--- src/rtl/axi4l2core_if.sv ---
// AXI4-Lite slave bundle plus the core-side req/gnt/rvalid memory port.
// slave: the bridge side; master: interconnect plus memory model side.
interface axi4l2core_if #(
   parameter int ADDR_WIDTH = 32,
   parameter int DATA_WIDTH = 32
);
   logic [ADDR_WIDTH-1:0]   awaddr;
   logic [2:0]              awprot;
   logic                    awvalid;
   logic                    awready;
   logic [DATA_WIDTH-1:0]   wdata;
   logic [DATA_WIDTH/8-1:0] wstrb;
   logic                    wvalid;
   logic                    wready;
   logic [1:0]              bresp;
   logic                    bvalid;
   logic                    bready;
   logic [ADDR_WIDTH-1:0]   araddr;
   logic [2:0]              arprot;
   logic                    arvalid;
   logic                    arready;
   logic [DATA_WIDTH-1:0]   rdata;
   logic [1:0]              rresp;
   logic                    rvalid;
   logic                    rready;
   logic                    mem_req;
   logic                    mem_gnt;
   logic                    mem_we;
   logic [DATA_WIDTH/8-1:0] mem_be;
   logic [ADDR_WIDTH-1:0]   mem_addr;
   logic [DATA_WIDTH-1:0]   mem_wdata;
   logic                    mem_rvalid;
   logic [DATA_WIDTH-1:0]   mem_rdata;
   logic                    mem_err;

   modport slave (
      input  awaddr, awprot, awvalid,
      output awready,
      input  wdata, wstrb, wvalid,
      output wready,
      output bresp, bvalid,
      input  bready,
      input  araddr, arprot, arvalid,
      output arready,
      output rdata, rresp, rvalid,
      input  rready,
      output mem_req, mem_we, mem_be,
      output mem_addr, mem_wdata,
      input  mem_gnt, mem_rvalid,
      input  mem_rdata, mem_err
   );

   modport master (
      output awaddr, awprot, awvalid,
      input  awready,
      output wdata, wstrb, wvalid,
      input  wready,
      input  bresp, bvalid,
      output bready,
      output araddr, arprot, arvalid,
      input  arready,
      input  rdata, rresp, rvalid,
      output rready,
      input  mem_req, mem_we, mem_be,
      input  mem_addr, mem_wdata,
      output mem_gnt, mem_rvalid,
      output mem_rdata, mem_err
   );
endinterface

--- src/rtl/axi4l2core.sv ---
// AXI4-Lite responder driving a core-style req/gnt/rvalid memory port.
// One transaction in flight; AW, W and AR each own a one-entry slot.
module axi4l2core #(
   parameter int ADDR_WIDTH = 32,
   parameter int DATA_WIDTH = 32
) (
   input logic          aclk,
   input logic          aresetn,
   axi4l2core_if.slave  bus
);
   localparam int SW = DATA_WIDTH / 8;

   typedef enum logic [2:0] {
      IDLE, MEM_REQ, MEM_WAIT, RESP_R, RESP_B
   } state_t;

   state_t                state;
   logic                  live;
   logic                  aw_full, w_full, ar_full;
   logic                  prio_wr;
   logic [ADDR_WIDTH-1:0] aw_addr, ar_addr;
   logic [DATA_WIDTH-1:0] w_data;
   logic [SW-1:0]         w_strb;
   logic                  wr_pend, pick_rd;
   logic                  unused_prot;

   assign unused_prot = ^{bus.awprot, bus.arprot};

   // live keeps every ready low while reset is held
   assign bus.awready = live & ~aw_full;
   assign bus.wready  = live & ~w_full;
   assign bus.arready = live & ~ar_full;

   assign wr_pend = aw_full & w_full;
   assign pick_rd = ar_full & (~wr_pend | ~prio_wr);

   always_ff @(posedge aclk or negedge aresetn) begin
      if (!aresetn) begin
         state         <= IDLE;
         live          <= 1'b0;
         aw_full       <= 1'b0;
         w_full        <= 1'b0;
         ar_full       <= 1'b0;
         prio_wr       <= 1'b0;
         aw_addr       <= '0;
         ar_addr       <= '0;
         w_data        <= '0;
         w_strb        <= '0;
         bus.mem_req   <= 1'b0;
         bus.mem_we    <= 1'b0;
         bus.mem_be    <= '0;
         bus.mem_addr  <= '0;
         bus.mem_wdata <= '0;
         bus.bvalid    <= 1'b0;
         bus.bresp     <= 2'b00;
         bus.rvalid    <= 1'b0;
         bus.rresp     <= 2'b00;
         bus.rdata     <= '0;
      end else begin
         live <= 1'b1;
         if (bus.awvalid && bus.awready) begin
            aw_full <= 1'b1;
            aw_addr <= bus.awaddr;
         end
         if (bus.wvalid && bus.wready) begin
            w_full <= 1'b1;
            w_data <= bus.wdata;
            w_strb <= bus.wstrb;
         end
         if (bus.arvalid && bus.arready) begin
            ar_full <= 1'b1;
            ar_addr <= bus.araddr;
         end
         unique case (state)
            IDLE: begin
               if (pick_rd) begin
                  bus.mem_we    <= 1'b0;
                  bus.mem_addr  <= ar_addr;
                  bus.mem_be    <= '1;
                  bus.mem_wdata <= '0;
                  bus.mem_req   <= 1'b1;
                  prio_wr       <= 1'b1;
                  state         <= MEM_REQ;
               end else if (wr_pend) begin
                  bus.mem_we    <= 1'b1;
                  bus.mem_addr  <= aw_addr;
                  bus.mem_be    <= w_strb;
                  bus.mem_wdata <= w_data;
                  bus.mem_req   <= 1'b1;
                  prio_wr       <= 1'b0;
                  state         <= MEM_REQ;
               end
            end
            MEM_REQ: begin
               if (bus.mem_gnt) begin
                  bus.mem_req <= 1'b0;
                  state       <= MEM_WAIT;
               end
            end
            MEM_WAIT: begin
               if (bus.mem_rvalid) begin
                  if (bus.mem_we) begin
                     bus.bresp  <= {bus.mem_err, 1'b0};
                     bus.bvalid <= 1'b1;
                     aw_full    <= 1'b0;
                     w_full     <= 1'b0;
                     state      <= RESP_B;
                  end else begin
                     bus.rdata  <= bus.mem_rdata;
                     bus.rresp  <= {bus.mem_err, 1'b0};
                     bus.rvalid <= 1'b1;
                     ar_full    <= 1'b0;
                     state      <= RESP_R;
                  end
               end
            end
            RESP_R: begin
               if (bus.rready) begin
                  bus.rvalid <= 1'b0;
                  state      <= IDLE;
               end
            end
            RESP_B: begin
               if (bus.bready) begin
                  bus.bvalid <= 1'b0;
                  state      <= IDLE;
               end
            end
            default: state <= IDLE;
         endcase
      end
   end
endmodule
--- src/flat_wrapper.sv ---
// flat-port wrapper written by rule: the top's interface ports become plain ports
module axi4l2core_flat 
#(
   parameter int ADDR_WIDTH = 32,
   parameter int DATA_WIDTH = 32
)
  (aclk, aresetn, bus_awaddr, bus_awprot, bus_awvalid, bus_awready, bus_wdata, bus_wstrb, bus_wvalid, bus_wready, bus_bresp, bus_bvalid, bus_bready, bus_araddr, bus_arprot, bus_arvalid, bus_arready, bus_rdata, bus_rresp, bus_rvalid, bus_rready, bus_mem_req, bus_mem_we, bus_mem_be, bus_mem_addr, bus_mem_wdata, bus_mem_gnt, bus_mem_rvalid, bus_mem_rdata, bus_mem_err);
  axi4l2core_if #(.ADDR_WIDTH(ADDR_WIDTH), .DATA_WIDTH(DATA_WIDTH)) bus_i ();
  input logic aclk;
  input logic aresetn;
  input wire logic [$bits(bus_i.awaddr)-1:0] bus_awaddr;
  input wire logic [$bits(bus_i.awprot)-1:0] bus_awprot;
  input wire logic [$bits(bus_i.awvalid)-1:0] bus_awvalid;
  output wire logic [$bits(bus_i.awready)-1:0] bus_awready;
  input wire logic [$bits(bus_i.wdata)-1:0] bus_wdata;
  input wire logic [$bits(bus_i.wstrb)-1:0] bus_wstrb;
  input wire logic [$bits(bus_i.wvalid)-1:0] bus_wvalid;
  output wire logic [$bits(bus_i.wready)-1:0] bus_wready;
  output wire logic [$bits(bus_i.bresp)-1:0] bus_bresp;
  output wire logic [$bits(bus_i.bvalid)-1:0] bus_bvalid;
  input wire logic [$bits(bus_i.bready)-1:0] bus_bready;
  input wire logic [$bits(bus_i.araddr)-1:0] bus_araddr;
  input wire logic [$bits(bus_i.arprot)-1:0] bus_arprot;
  input wire logic [$bits(bus_i.arvalid)-1:0] bus_arvalid;
  output wire logic [$bits(bus_i.arready)-1:0] bus_arready;
  output wire logic [$bits(bus_i.rdata)-1:0] bus_rdata;
  output wire logic [$bits(bus_i.rresp)-1:0] bus_rresp;
  output wire logic [$bits(bus_i.rvalid)-1:0] bus_rvalid;
  input wire logic [$bits(bus_i.rready)-1:0] bus_rready;
  output wire logic [$bits(bus_i.mem_req)-1:0] bus_mem_req;
  output wire logic [$bits(bus_i.mem_we)-1:0] bus_mem_we;
  output wire logic [$bits(bus_i.mem_be)-1:0] bus_mem_be;
  output wire logic [$bits(bus_i.mem_addr)-1:0] bus_mem_addr;
  output wire logic [$bits(bus_i.mem_wdata)-1:0] bus_mem_wdata;
  input wire logic [$bits(bus_i.mem_gnt)-1:0] bus_mem_gnt;
  input wire logic [$bits(bus_i.mem_rvalid)-1:0] bus_mem_rvalid;
  input wire logic [$bits(bus_i.mem_rdata)-1:0] bus_mem_rdata;
  input wire logic [$bits(bus_i.mem_err)-1:0] bus_mem_err;
  assign bus_i.awaddr = bus_awaddr;
  assign bus_i.awprot = bus_awprot;
  assign bus_i.awvalid = bus_awvalid;
  assign bus_awready = bus_i.awready;
  assign bus_i.wdata = bus_wdata;
  assign bus_i.wstrb = bus_wstrb;
  assign bus_i.wvalid = bus_wvalid;
  assign bus_wready = bus_i.wready;
  assign bus_bresp = bus_i.bresp;
  assign bus_bvalid = bus_i.bvalid;
  assign bus_i.bready = bus_bready;
  assign bus_i.araddr = bus_araddr;
  assign bus_i.arprot = bus_arprot;
  assign bus_i.arvalid = bus_arvalid;
  assign bus_arready = bus_i.arready;
  assign bus_rdata = bus_i.rdata;
  assign bus_rresp = bus_i.rresp;
  assign bus_rvalid = bus_i.rvalid;
  assign bus_i.rready = bus_rready;
  assign bus_mem_req = bus_i.mem_req;
  assign bus_mem_we = bus_i.mem_we;
  assign bus_mem_be = bus_i.mem_be;
  assign bus_mem_addr = bus_i.mem_addr;
  assign bus_mem_wdata = bus_i.mem_wdata;
  assign bus_i.mem_gnt = bus_mem_gnt;
  assign bus_i.mem_rvalid = bus_mem_rvalid;
  assign bus_i.mem_rdata = bus_mem_rdata;
  assign bus_i.mem_err = bus_mem_err;
  axi4l2core #(.ADDR_WIDTH(ADDR_WIDTH), .DATA_WIDTH(DATA_WIDTH)) u_core (.aclk(aclk), .aresetn(aresetn), .bus(bus_i));
endmodule
--- config.mk ---
export PLATFORM = sky130hd
export DESIGN_NAME = axi4l2core_flat
export DESIGN_NICKNAME = d
export VERILOG_FILES = /design/src/rtl/axi4l2core_if.sv /design/src/rtl/axi4l2core.sv /design/src/flat_wrapper.sv
export SDC_FILE = /design/constraint.sdc
export NUM_CORES = 1
export LEC_CHECK = 0
export CORE_ASPECT_RATIO = 0.5
export CORE_UTILIZATION = 45
export DETAILED_ROUTE_END_ITERATION = 12
export DONT_BUFFER_PORTS = 1
export GPL_TIMING_DRIVEN = 0
export PLACE_DENSITY = 0.62
export SLEW_MARGIN = 20
export SYNTH_ARGS = -nofsm -noshare
export SYNTH_HDL_FRONTEND = slang
export SYNTH_SLANG_ARGS = --single-unit
--- constraint.sdc ---
create_clock -name aclk -period 3.5 [get_ports aclk]
set_clock_uncertainty 0.1 [all_clocks]
set_input_delay 0.7 -clock aclk [delete_from_list [all_inputs] [get_ports aclk]]
set_output_delay 0.7 -clock aclk [all_outputs]
set_load 0.01 [all_outputs]
==> impl_metrics.yaml, run 1 <==
yosys:
  synth_edf_count: 0
  synth_top_family_by_area: "multiplexers"
  synthArstFlopShare: 1.00
  syn-cell-area_um2: 8340
  ys_types: 38
  synth_fa_ha_area_frac: 0
  synth.area.mux_share: 0.181
  yosys_warnings: 0
  ys.flop_type: "dfrtp_1"
  synth-compound-area-share: 0.122
  yosys.area_share.simple: 0.0219
  ys_ff_latch: 214
  yosysSeqAreaShare: 0.642
  synth_area_per_cell_um2: 15.5
  synthXorXnorAreaFrac: 0
  syn_inst: 537
routing:
  vias: 4603
  viasPerCell: 5.71
  drtPass1Iterations: 4
  wl_met1_mm: 8.11
  wl_per_cell_um: 22.4
  highest_layer: "met5"
  drt_iter0_markers: 172
  met3_length_mm: 1.37
  ant_nets: 0
  drc: 0
  drt-total-wl_mm: 18.1
  routed-wl-met2_mm: 8.33
power:
  p_leak_nw: 4.10
  p_per_area_nw_per_um2: 986
  peakVddDrop_mv: 0.415
  totalPowerFinal_mw: 9.12
final_layout:
  drive_above_1_share: 0.329
  syn_to_final_growth_pct: 10.9
  regArea_um2: 5360
  mostFrequentLayoutCell: "dfrtp_1"
  layout_common_cells: "dfrtp_1, mux2_2, a21boi_0, a22o_1, a221o_1"
  fin_nets: 708
  fill_cells: 1481
  multiInputGateArea_um2: 2720
worst_setup_path:
  cp-start-kind: "flop"
  crit_path_max_fanout: 10
  slowest_stage: "nor3_4"
  cp.arrival_ns: 2.34
  rr_startpoint: "u_core.state[2]"
  cp_cell_sequence: "nor3_4, nand2_1, buf_2, a22o_1"
  setup.worst_path.end_class: "flop"
  crit_type: "flop to flop"
  critPathMaxStageDelay_ns: 0.48
  reg2reg_setup_slack_ns: 1.43
  r2r_cells: 4
  timing.rr.end: "u_core.bus.mem_wdata[30]"
  cp.required_ns: 3.77
clock_tree:
  cts_resized: 0
  cts_setup_buffers: 0
  root_buffer: "clkbuf_16"
  cts_tree: "built"
  clock_path_buffers: 3
  clock_latency_ns: 0.49
  cts.htree.levels: 1
  cts.sinks: 214
  cts_buffers: 20
  path_clk_slew_ns: 0.06
timing:
  fin_tns_setup_ns: 0
  relSlewSlack: 0.641
  fin_crit_sh: 0.591
  rsz0062_at_grt: "false"
  fmax_mhz: 484
  hold_violations: 214
  finalWorstSetupSlack_ns: 1.43
  tightestPinTransition_ns: 0.537
  setup_violations: 0
  drv_slew: 0
  period_needed_ns: 2.07
  hold-worst-slack_ns: -0.199
floorplan:
  die_area_um2: 19100
  initial_core_util: 0.470
  io_pins: 259
  die_y_um: 98.3
  rows: 34
  coreArea_um2: 17700
  die_x_um: 195
global_routing:
  antenna_found_initial: 3
  grt_pass1_wl_mm: 28.5
  grt_pass1_vias: 4742
  grt-ovfl-total: 0
  grt_max_degree: 215
  grt_use_total: 0.192
placed_design:
  portBuffers: 0
  gp_congestion: 0.735
  pre_cts_slack_ns: 1.42
  dp_hpwl_mm: 12.2
job:
  maxCapViolCount: 0
run_status:
  violations: "negative hold slack"
  outcome: "finished with violations"
worst_hold_path:
  hold_path_class: "input port to asynchronous set/reset pin"
-- how the worst max path moves through the flow --
stage,startpoint,end,slack [ns]
CTS,u_core.w_full,bus_wready,1.41
global placement,u_core.state[2],u_core.bus.mem_addr[15],1.45
floorplan,bus_mem_rvalid,u_core.bus.rdata[10],1.72
detailed placement,u_core.state[2],u_core.bus.mem_wdata[26],1.42
finish,u_core.state[2],u_core.bus.mem_wdata[30],1.43
global route,u_core.state[2],u_core.bus.mem_wdata[29],1.25
-- through the flow --
stage | instances | utilization | instance area, um2
floorplan | 538 | - | 8340
global placement | 772 | 0.487 | 8640
detailed placement | 772 | 0.487 | 8640
CTS | 805 | 0.521 | 9250
global route | 805 | 0.521 | 9250
finish | 806 | 0.522 | 9250
-- cell type report --
class,count,area share
Sequential cell,214,0.579
Multi-Input combinational cell,283,0.294
Clock buffer,29,0.0611
Tap cell,234,0.0316
Buffer,36,0.0266
Clock inverter,4,0.00514
Inverter,5,0.00203
Antenna cell,1,0.000270
-- logic make-up (layout without fill, tap and decap cells) --
group | Yosys count | after routing
other | 2 | 4
flip-flops | 214 | 214
buffers and inverters | 41 | 74
AND/OR/NAND/NOR | 25 | 25
AO/OA/AOI/OAI | 121 | 121
multiplexers | 134 | 134
-- routing by layer --
metal,vias up,track usage
met5,-,0
met3,21,0.0656
met4,2,0.0391
met1,2406,0.261
li1,2035,-
met2,139,0.299
-- critical path, delay by kind of cell, from the launching register on --
kind / cells / cell delay [ns]
DFF: 1 / 0.47
and+or+nand+nor: 2 / 0.81
AOI/OAI and AO/OA: 1 / 0.25
buffers and inverters: 1 / 0.31
-- where the power goes --
group	switching (mW)	leakage, nW	internal (mW)	total [mW]
registers	0.969	2.60	3.65	4.62
clock network	0.892	0.296	1.19	2.08
logic	1.05	1.19	1.37	2.42
-- cells in the mapped netlist, types with 3 or more instances --
cell type,n,share of area
nor2b_1,4,0.0030
buf_6,9,0.012
a22o_1,32,0.034
buf_2,15,0.0090
a21oi_1,7,0.0042
mux2_1,8,0.011
nor2_1,3,0.0014
a21o_1,3,0.0027
buf_4,6,0.0054
clkbuf_1,4,0.0018
a221o_1,32,0.038
a21boi_0,34,0.031
dfrtp_1,214,0.64
o22a_1,5,0.0053
nand2_1,6,0.0027
mux2_2,126,0.17
inv_1,5,0.0023
-- sequential cells by signal, summed over array words and instances (netlist names), 3 cells and up --
name and flops:
u_core.aw_addr 32, u_core.state 3, u_core.bus.mem_be 4, u_core.w_data 32, u_core.bus.mem_wdata 32, u_core.bus.mem_addr 32
u_core.ar_addr 32, u_core.bus.rdata 32, u_core.w_strb 4
(Power assumes the default switching activity.)
==> run 2: changes to the inputs <==
--- a/config.mk
+++ b/config.mk
@@ -10,7 +10,7 @@
 export DETAILED_ROUTE_END_ITERATION = 12
 export DONT_BUFFER_PORTS = 1
 export GPL_TIMING_DRIVEN = 0
-export PLACE_DENSITY = 0.62
+export PLACE_DENSITY = 0.64
 export SLEW_MARGIN = 20
 export SYNTH_ARGS = -nofsm -noshare
 export SYNTH_HDL_FRONTEND = slang
==> constraint.sdc (replaced) <==
create_clock -name aclk -period 1.8 [get_ports aclk]
set_clock_uncertainty 0.1 [all_clocks]
set_input_delay 0.36 -clock aclk [delete_from_list [all_inputs] [get_ports aclk]]
set_output_delay 0.36 -clock aclk [all_outputs]
set_load 0.01 [all_outputs]
==> impl_metrics.yaml, run 2 (synthesis results as in run 1) <==
placed_design:
  dp_hpwl_mm: 12.2
  portBuffers: 0
  pre_cts_slack_ns: -0.263
  gp_congestion: 0.794
timing:
  period_needed_ns: 1.78
  setup_violations: 0
  fin_tns_setup_ns: 0
  finalWorstSetupSlack_ns: 0.0244
  hold-worst-slack_ns: -0.534
  fin_crit_sh: 0.986
  drv_slew: 0
  fmax_mhz: 563
  hold_violations: 214
worst_setup_path:
  timing.rr.end: "u_core.bus.mem_addr[7]"
  reg2reg_setup_slack_ns: 0.02
  rr_startpoint: "u_core.w_full"
  cp-endpoint: "u_core.bus.mem_addr[7]"
  path_depth: 5
  critPathMaxStageDelay_ns: 0.44
  cp.required_ns: 2.07
  r2r_cells: 5
  worstSetupStartpoint: "u_core.w_full"
  crit_path_max_fanout: 10
  crit_family: "compound AO/OA/AOI/OAI gates"
  cp.arrival_ns: 2.05
  cp_cell_sequence: "and3_4, o211a_4, buf_12, buf_8, a221o_1"
  worst-path-buf-inv: 2
  crit_type: "flop to flop"
  slowest_stage: "dfrtp_2"
  cp-start-kind: "flop"
  setup.worst_path.end_class: "flop"
routing:
  viasPerCell: 5.46
  drt_iter0_markers: 273
  vias: 5196
  ant_nets: 0
  drt-total-wl_mm: 19.5
  wl_per_cell_um: 20.5
  drtPass1Iterations: 4
  drc: 0
clock_tree:
  path_clk_slew_ns: 0.06
  cts.htree.levels: 1
  cts.sinks: 214
  root_buffer: "clkbuf_16"
  clock_path_buffers: 3
  clock_latency_ns: 0.49
  cts_tree: "built"
  cts_buffers: 20
  hold_buffers: 136
power:
  p_per_area_nw_per_um2: 1720
  peakVddDrop_mv: 0.823
  p_leak_nw: 4.78
worst_hold_path:
  hold_path_class: "input port to asynchronous set/reset pin"
floorplan:
  rows: 34
  die_x_um: 195
  die_y_um: 98.3
  die_area_um2: 19100
  io_pins: 259
  coreArea_um2: 17700
  initial_core_util: 0.470
final_layout:
  mostFrequentLayoutCell: "dfrtp_1"
  fin_nets: 853
  syn_to_final_growth_pct: 30.7
  diodes: 0
  drive_above_1_share: 0.301
  layout_common_cells: "dfrtp_1, dlygate4sd3_1, mux2_2, a21boi_0"
  fill_cells: 1321
global_routing:
  grt_max_degree: 215
  grt_use_total: 0.203
  antenna_found_initial: 0
  grt_pass1_wl_mm: 30.5
  grt_pass1_vias: 5387
  grt-ovfl-total: 0
run_status:
  violations: "negative hold slack"
  outcome: "finished with violations"
job:
  maxCapViolCount: 0
## run 2: changes by cell type in the layout (fill, tap and decap cells not counted), moves of 3 or more
cell | before | now
buf_12 | 0 | 5
buf_4 | 6 | 12
clkbuf_1 | 11 | 5
nand2_1 | 6 | 2
buf_2 | 15 | 10
dlygate4sd3_1 | 0 | 136
nand2_2 | 0 | 4
clkbuf_8 | 1 | 4
nor2b_1 | 4 | 1
buf_8 | 0 | 4
buf_6 | 9 | 6
nor2b_2 | 0 | 3
clkbuf_4 | 0 | 3
## run 2: layer usage
metal  GRT usage  wire [um]
met1       0.272       8800
met2       0.334       9370
met3      0.0515       1060
met4      0.0476        309
met5           0          0
## run 2: power by group
part           total (mW)  internal [mW]  leakage, nW  switching (mW)
registers            9.00           7.09         2.60            1.91
logic                5.45           3.24         1.86            2.22
clock network        4.24           2.44        0.318            1.79
## run 2: cell type report
| class | instances | area [um2] | area share |
|---|---|---|---|
| buffer | 35 | 324 | 0.0297 |
| clock buffer | 29 | 596 | 0.0546 |
| clock inverter | 5 | 56.3 | 0.00517 |
| inverter | 5 | 18.8 | 0.00172 |
| multi-input combinational | 283 | 2760 | 0.253 |
| sequential | 214 | 5360 | 0.492 |
| tap | 234 | 293 | 0.0269 |
| timing repair buffer | 146 | 1490 | 0.137 |
## run 2: worst min path at each step
stage | start | end | slack (ns) | depth (start not counted)
2_1_floorplan | aresetn | u_core.ar_addr[0] | -0.04 | 0
3_3_place_gp | aresetn | u_core.ar_addr[7] | -0.03 | 0
3_5_place_dp | aresetn | u_core.bus.mem_addr[4] | -0.03 | 0
5_1_grt | aresetn | u_core.bus.mem_addr[4] | -0.56 | 0
4_1_cts | aresetn | u_core.bus.mem_wdata[29] | -0.55 | 0
6_report | aresetn | u_core.bus.mem_addr[4] | -0.53 | 0
## run 2: per-stage QoR
step	instances	util	power (mW)	instance area [um2]
6_report	951	0.614	18.7	10900
5_1_grt	951	0.614	19.7	10900
4_1_cts	946	0.604	18.5	10700
3_5_place_dp	772	0.487	13.9	8640
3_3_place_gp	772	0.487	13.6	8640
2_1_floorplan	538	-	12.5	8340
## run 2: repair_timing
item,CTS,global route
gates cloned,0,2
endpoints found under the setup margin,184,105
endpoints found under the hold margin,352,214
setup buffers,5,3
gates resized for setup,13,32
pin swaps,2,9
==> run 3: changes to the inputs <==
--- a/config.mk
+++ b/config.mk
@@ -11,6 +11,7 @@
 export DONT_BUFFER_PORTS = 1
 export GPL_TIMING_DRIVEN = 0
 export PLACE_DENSITY = 0.64
+export SKIP_LAST_GASP = 1
 export SLEW_MARGIN = 20
 export SYNTH_ARGS = -nofsm -noshare
 export SYNTH_HDL_FRONTEND = slang
==> results of run 3 <==
Same layout as run 2: the final DEF is identical, and so are final timing and power.
